===== src/rtl/morse_encoder.sv =====
// morse_encoder: plays one character code out as timed International Morse
// marks and spaces on a single LED/buzzer line. It also latches the
// character's {pattern, length} symbol word so the word can be looped into
// the decoder path.
//
// Ports:
//   clk          system clock
//   rst          asynchronous, active-high reset
//   start        request to send char_code (sampled on clk)
//   char_code    0-9 digits, 10-35 'A'-'Z', 36 word space, 37-63 invalid
//   morse_out    1 = mark (tone/LED on), registered
//   busy         a character (or word space) is in progress
//   done         one-cycle pulse when a character or space finishes
//   err          one-cycle pulse when an idle start presents an invalid code
//   sym_pattern  right-aligned pattern of the last accepted character
//                (dot = 0, dash = 1, bit [sym_len-1] is sent first)
//   sym_len      symbol count of the last accepted character (0 for space)
//
// States:
//   IDLE | waiting for start
//   MARK | morse_out high for one dot (1 unit) or one dash (3 units)
//   GAP  | 1-unit off time between symbols of the same character
//   TAIL | 3-unit trailing gap, or 7-unit word space

module morse_encoder #(
    parameter int UNIT_CYCLES = 5000000
) (
    input  logic       clk,
    input  logic       rst,
    input  logic       start,
    input  logic [5:0] char_code,
    output logic       morse_out,
    output logic       busy,
    output logic       done,
    output logic       err,
    output logic [4:0] sym_pattern,
    output logic [2:0] sym_len
);

    localparam int CNT_W = $clog2(7 * UNIT_CYCLES + 1);

    // The counter is loaded with duration-1 and the state advances on the
    // edge that sees it at zero, so each phase lasts exactly "duration" cycles.
    localparam logic [CNT_W-1:0] DOT_LOAD   = CNT_W'(UNIT_CYCLES - 1);
    localparam logic [CNT_W-1:0] DASH_LOAD  = CNT_W'(3 * UNIT_CYCLES - 1);
    localparam logic [CNT_W-1:0] SPACE_LOAD = CNT_W'(7 * UNIT_CYCLES - 1);

    typedef enum logic [1:0] {IDLE, MARK, GAP, TAIL} state_t;

    state_t           state;
    logic [CNT_W-1:0] cnt;
    logic [2:0]       idx;

    logic [4:0] lut_pattern;
    logic [2:0] lut_len;
    logic [2:0] lut_first;
    logic       code_char;
    logic       code_space;

    always_comb begin
        lut_pattern = 5'b00000;
        lut_len     = 3'd0;
        case (char_code)
            6'd0:  {lut_pattern, lut_len} = {5'b11111, 3'd5};
            6'd1:  {lut_pattern, lut_len} = {5'b01111, 3'd5};
            6'd2:  {lut_pattern, lut_len} = {5'b00111, 3'd5};
            6'd3:  {lut_pattern, lut_len} = {5'b00011, 3'd5};
            6'd4:  {lut_pattern, lut_len} = {5'b00001, 3'd5};
            6'd5:  {lut_pattern, lut_len} = {5'b00000, 3'd5};
            6'd6:  {lut_pattern, lut_len} = {5'b10000, 3'd5};
            6'd7:  {lut_pattern, lut_len} = {5'b11000, 3'd5};
            6'd8:  {lut_pattern, lut_len} = {5'b11100, 3'd5};
            6'd9:  {lut_pattern, lut_len} = {5'b11110, 3'd5};
            6'd10: {lut_pattern, lut_len} = {5'b00001, 3'd2}; // A .-
            6'd11: {lut_pattern, lut_len} = {5'b01000, 3'd4}; // B -...
            6'd12: {lut_pattern, lut_len} = {5'b01010, 3'd4}; // C -.-.
            6'd13: {lut_pattern, lut_len} = {5'b00100, 3'd3}; // D -..
            6'd14: {lut_pattern, lut_len} = {5'b00000, 3'd1}; // E .
            6'd15: {lut_pattern, lut_len} = {5'b00010, 3'd4}; // F ..-.
            6'd16: {lut_pattern, lut_len} = {5'b00110, 3'd3}; // G --.
            6'd17: {lut_pattern, lut_len} = {5'b00000, 3'd4}; // H ....
            6'd18: {lut_pattern, lut_len} = {5'b00000, 3'd2}; // I ..
            6'd19: {lut_pattern, lut_len} = {5'b00111, 3'd4}; // J .---
            6'd20: {lut_pattern, lut_len} = {5'b00101, 3'd3}; // K -.-
            6'd21: {lut_pattern, lut_len} = {5'b00100, 3'd4}; // L .-..
            6'd22: {lut_pattern, lut_len} = {5'b00011, 3'd2}; // M --
            6'd23: {lut_pattern, lut_len} = {5'b00010, 3'd2}; // N -.
            6'd24: {lut_pattern, lut_len} = {5'b00111, 3'd3}; // O ---
            6'd25: {lut_pattern, lut_len} = {5'b00110, 3'd4}; // P .--.
            6'd26: {lut_pattern, lut_len} = {5'b01101, 3'd4}; // Q --.-
            6'd27: {lut_pattern, lut_len} = {5'b00010, 3'd3}; // R .-.
            6'd28: {lut_pattern, lut_len} = {5'b00000, 3'd3}; // S ...
            6'd29: {lut_pattern, lut_len} = {5'b00001, 3'd1}; // T -
            6'd30: {lut_pattern, lut_len} = {5'b00001, 3'd3}; // U ..-
            6'd31: {lut_pattern, lut_len} = {5'b00001, 3'd4}; // V ...-
            6'd32: {lut_pattern, lut_len} = {5'b00011, 3'd3}; // W .--
            6'd33: {lut_pattern, lut_len} = {5'b01001, 3'd4}; // X -..-
            6'd34: {lut_pattern, lut_len} = {5'b01011, 3'd4}; // Y -.--
            6'd35: {lut_pattern, lut_len} = {5'b01100, 3'd4}; // Z --..
            default: begin
                lut_pattern = 5'b00000;
                lut_len     = 3'd0;
            end
        endcase
    end

    assign code_char  = (char_code <= 6'd35);
    assign code_space = (char_code == 6'd36);
    assign lut_first  = lut_len - 3'd1;

    always_ff @(posedge clk or posedge rst) begin
        if (rst) begin
            state       <= IDLE;
            cnt         <= '0;
            idx         <= 3'd0;
            morse_out   <= 1'b0;
            busy        <= 1'b0;
            done        <= 1'b0;
            err         <= 1'b0;
            sym_pattern <= 5'b00000;
            sym_len     <= 3'd0;
        end else begin
            done <= 1'b0;
            err  <= 1'b0;
            case (state)
                IDLE: begin
                    if (start) begin
                        if (code_char) begin
                            sym_pattern <= lut_pattern;
                            sym_len     <= lut_len;
                            idx         <= lut_first;
                            cnt         <= lut_pattern[lut_first] ? DASH_LOAD : DOT_LOAD;
                            morse_out   <= 1'b1;
                            busy        <= 1'b1;
                            state       <= MARK;
                        end else if (code_space) begin
                            sym_pattern <= 5'b00000;
                            sym_len     <= 3'd0;
                            idx         <= 3'd0;
                            cnt         <= SPACE_LOAD;
                            busy        <= 1'b1;
                            state       <= TAIL;
                        end else begin
                            err <= 1'b1;
                        end
                    end
                end
                MARK: begin
                    if (cnt == '0) begin
                        morse_out <= 1'b0;
                        if (idx != 3'd0) begin
                            // idx now points at the symbol sent after the gap
                            idx   <= idx - 3'd1;
                            cnt   <= DOT_LOAD;
                            state <= GAP;
                        end else begin
                            cnt   <= DASH_LOAD;
                            state <= TAIL;
                        end
                    end else begin
                        cnt <= cnt - 1'b1;
                    end
                end
                GAP: begin
                    if (cnt == '0) begin
                        morse_out <= 1'b1;
                        cnt       <= sym_pattern[idx] ? DASH_LOAD : DOT_LOAD;
                        state     <= MARK;
                    end else begin
                        cnt <= cnt - 1'b1;
                    end
                end
                TAIL: begin
                    if (cnt == '0) begin
                        busy  <= 1'b0;
                        done  <= 1'b1;
                        state <= IDLE;
                    end else begin
                        cnt <= cnt - 1'b1;
                    end
                end
                default: begin
                    morse_out <= 1'b0;
                    busy      <= 1'b0;
                    cnt       <= '0;
                    state     <= IDLE;
                end
            endcase
        end
    end

endmodule


===== config.mk =====
export PLATFORM = sky130hd
export DESIGN_NAME = morse_encoder
export DESIGN_NICKNAME = d
export VERILOG_FILES = /design/src/rtl/morse_encoder.sv
export SDC_FILE = /design/constraint.sdc
export NUM_CORES = 1
export LEC_CHECK = 0
export CAP_MARGIN = 0
export CORE_ASPECT_RATIO = 1.25
export CORE_MARGIN = 8
export CORE_UTILIZATION = 64
export DETAILED_ROUTE_END_ITERATION = 12
export PLACE_DENSITY = 0.91
export SYNTH_ARGS = -nofsm -noshare
export SYNTH_HDL_FRONTEND = slang
export SYNTH_SLANG_ARGS = --single-unit

===== constraint.sdc =====
create_clock -name clk -period 5.05 [get_ports clk]
set_input_delay 0.7575 -clock clk [delete_from_list [all_inputs] [get_ports clk]]
set_output_delay 0.7575 -clock clk [all_outputs]
set_load 0.03 [all_outputs]

==> results.yml <==
outcome:
  outcome: "finished, final reports clean"
setup_path:
  end_kind: "register"
  rrSetupSlack_ns: 1.64
  crit_fanout: 9
  worst_ep_required_time_ns: 5.28
  slowest_delay_ns: 0.61
  r2r_start: "cnt[0]"
  crit_arrival_ns: 4.33
  cpMaxStageDelayCell: "clkdlybuf4s50_1"
  regToRegEndpoint: "cnt[21]"
  setup.worst_path.start_class: "input pin"
  path_cells: "clkdlybuf4s50_1 > inv_1 > ha_1 > nand2b_1 > a21oi_1 > o31ai_1 > inv_1 > ha_1 > xnor2_1 > or3_1 > a31oi_2 > or2_2 > a2bb2oi_1"
  worstSetupPathType: "in2reg"
  worstRegToRegCells: 9
route:
  postRouteAntennaNets: 0
  drtIter0Drc: 278
  drc: 0
  vias: 3030
  wl_per_cell_um: 17.5
  vias_per_cell: 6.57
  dr.pass1.iters: 5
  totalWireLength_um: 8060
sta:
  rsz0062_at_grt: "false"
  worst_slew_pin_slew_ns: 1.03
  setup_ws_ns: 0.945
  setup-violations-final: 0
  drv_slew: 0
  relSlewSlack_pct: 30.8
  period_share_pct: 81.3
  fmax_mhz: 244
  min_period_ns: 4.10
  holdWs_ns: 0.505
  fin_skew_ns: 0.00842
  setup-tns-final_ns: 0
  hold_viol_final: 0
floorplan:
  dieArea_um2: 7570
  io_pins: 21
  dieWidth_um: 79.4
  die_h_um: 95.3
  core_area_um2: 4970
  start_util_pct: 64.8
  num_rows: 29
clocking:
  clock_latency_ns: 0.30
  cts_sinks: 43
  cts_hold_buf: 0
  clock_path_buffers: 2
  htreeDepth: 2
  cts_tree: "yes"
  path_clk_slew_ns: 0.09
  root_buffer: "clkbuf_8"
  numCtsBuffers: 5
  postCtsSetupRepairBufs: 0
  cts_resized: 0
synth:
  synth_warnings: 0
  syn_avg_cell_area_um2: 8.30
  netlist_area_um2: 3220
  synthesis.instances: 388
  synthesis.nets: 408
  synth.distinct_cells: 67
  seq_area_frac_synth_pct: 33.4
  ys_seq_elements: 43
  synthArstFlopShare_pct: 100
  synth_edf_count: 0
  synthFlopType: "dfrtp_1"
pwr:
  p_comb_share_pct: 11.6
  p_leak_nw: 1.46
  power.total_mw: 0.758
  p_sw_mw: 0.179
  p_per_area_nw_per_um2: 214
  peakVddDrop_mv: 0.150
  p_int_mw: 0.579
  p_sw_share_pct: 23.6
  p_clk_share_pct: 42.2
  p_seq_share_pct: 46.3
layout:
  area_growth_pct: 10.2
  fin_util_pct: 71.4
  fillers: 352
  fin_nets: 418
  most-common-layout-cells: "dfrtp_1 (43), nor2_1 (37), a21oi_1 (34)"
  final_layout_size_suffix_gt1_share_pct: 9.02
  final_common_cell: "dfrtp_1"
  antenna_cells: 0
place:
  place_congestion: 0.889
  pre_cts_ws_ns: 0.628
  io_buffer_count: 20
  dp.final_hpwl_um: 5880
hold_path:
  min_from: "sym_len[2]"
  min_to: "sym_len[2]"
  worstHoldPathCells: 2
  min_path_type: "reg2reg"
global_route:
  grt_max_degree: 44
  overflow: 0
  grt_usage_pct: 22.6
  grt_antenna_before_repair: 0
  grt_pass1_wl_um: 13700
  grt_pass1_vias: 2989
job:
  maxCapViolations: 0
## routing by layer
metal,track usage [%],routed length [um],vias up
li1,-,-,1446
met1,24.9,3200,1447
met2,40.0,4240,116
met3,3.87,379,21
met4,12.7,238,0
met5,0,0,-
## power by group through the flow
stage	combinational (mW)	clock [mW]	sequential, mW
after floorplan	0.0622	0	0.357
after global placement	0.0846	0	0.357
after detailed placement	0.0870	0	0.358
after CTS	0.0875	0.320	0.351
after global routing	0.0970	0.335	0.352
final	0.0877	0.320	0.351
## cell families (layout without fill, tap and decap cells)
group	after synthesis	count (layout)	share of synthesized area, %
compound gates	137	137	28.6
xor+xnor	2	2	0.544
fa+ha+maj	11	11	4.28
buf+inv	42	53	5.91
flops	43	43	33.4
mux	8	8	2.99
simple gates	145	145	24.3
## final cells by class
class	instances	area [um^2]	share of cell area, %
inverters	21	78.8	2.22
flip-flops and latches	43	1080	30.3
clock buffers	6	72.6	2.05
well taps	62	77.6	2.19
multi-input cells	303	1950	55.0
repair buffers	24	230	6.49
clock inverters	2	60.1	1.69
## synthesized netlist by cell type (3+ instances only)
library cell | n | area [um^2]
and3_1 | 3 | 18.8
nor2b_1 | 8 | 50.1
or2_2 | 6 | 37.5
clkbuf_1 | 5 | 18.8
a21oi_1 | 34 | 170
o31ai_1 | 10 | 75.1
a21o_1 | 3 | 22.5
nor2_1 | 37 | 139
nand3_1 | 6 | 30.0
ha_1 | 11 | 138
a31oi_1 | 11 | 68.8
or3_1 | 8 | 50.1
inv_1 | 21 | 78.8
nand2_1 | 31 | 116
o21ai_0 | 31 | 155
o22a_1 | 4 | 35.0
nand2b_1 | 9 | 56.3
mux2i_1 | 4 | 40.0
nor3b_1 | 5 | 37.5
dfrtp_1 | 43 | 1080
buf_2 | 11 | 55.1
o22ai_1 | 3 | 18.8
o31a_1 | 4 | 35.0
o21ai_1 | 5 | 25.0
mux2_2 | 3 | 33.8
a211oi_1 | 3 | 22.5
nor3_1 | 12 | 60.1
o211ai_1 | 4 | 30.0
## worst max-delay path: cells and delay by family
kind / cells / cell delay [ns]
adder cells (fa/ha/maj): 2 / 0.65
XOR/XNOR: 1 / 0.17
AO/OA/AOI/OAI: 4 / 1.03
AND/OR/NAND/NOR: 3 / 0.78
buffers and inverters: 3 / 0.94
## flip-flops by register name, indices dropped and copies added (netlist names)
name,count
morse_out,1
sym_pattern,5
busy,1
done,1
err,1
state,2
sym_len,3
idx,3
cnt,26
## how the worst max path moves through the flow
stage	startpoint	endpoint	slack, ns	depth (start not counted)
floorplan	char_code[0]	cnt[21]	1.70	13
global placement	char_code[1]	cnt[21]	0.88	13
detailed placement	char_code[1]	cnt[21]	0.63	13
CTS	char_code[1]	cnt[21]	0.96	13
global route	char_code[1]	cnt[23]	0.63	13
finish	char_code[1]	cnt[21]	0.95	13
## per-stage QoR
step	std cells	instance area [um^2]
2_1_floorplan	388	3220
3_3_place_gp	453	3420
3_5_place_dp	453	3420
4_1_cts	461	3550
5_1_grt	461	3550
6_report	461	3550
Note: power is estimated with default switching activity, not from simulation.
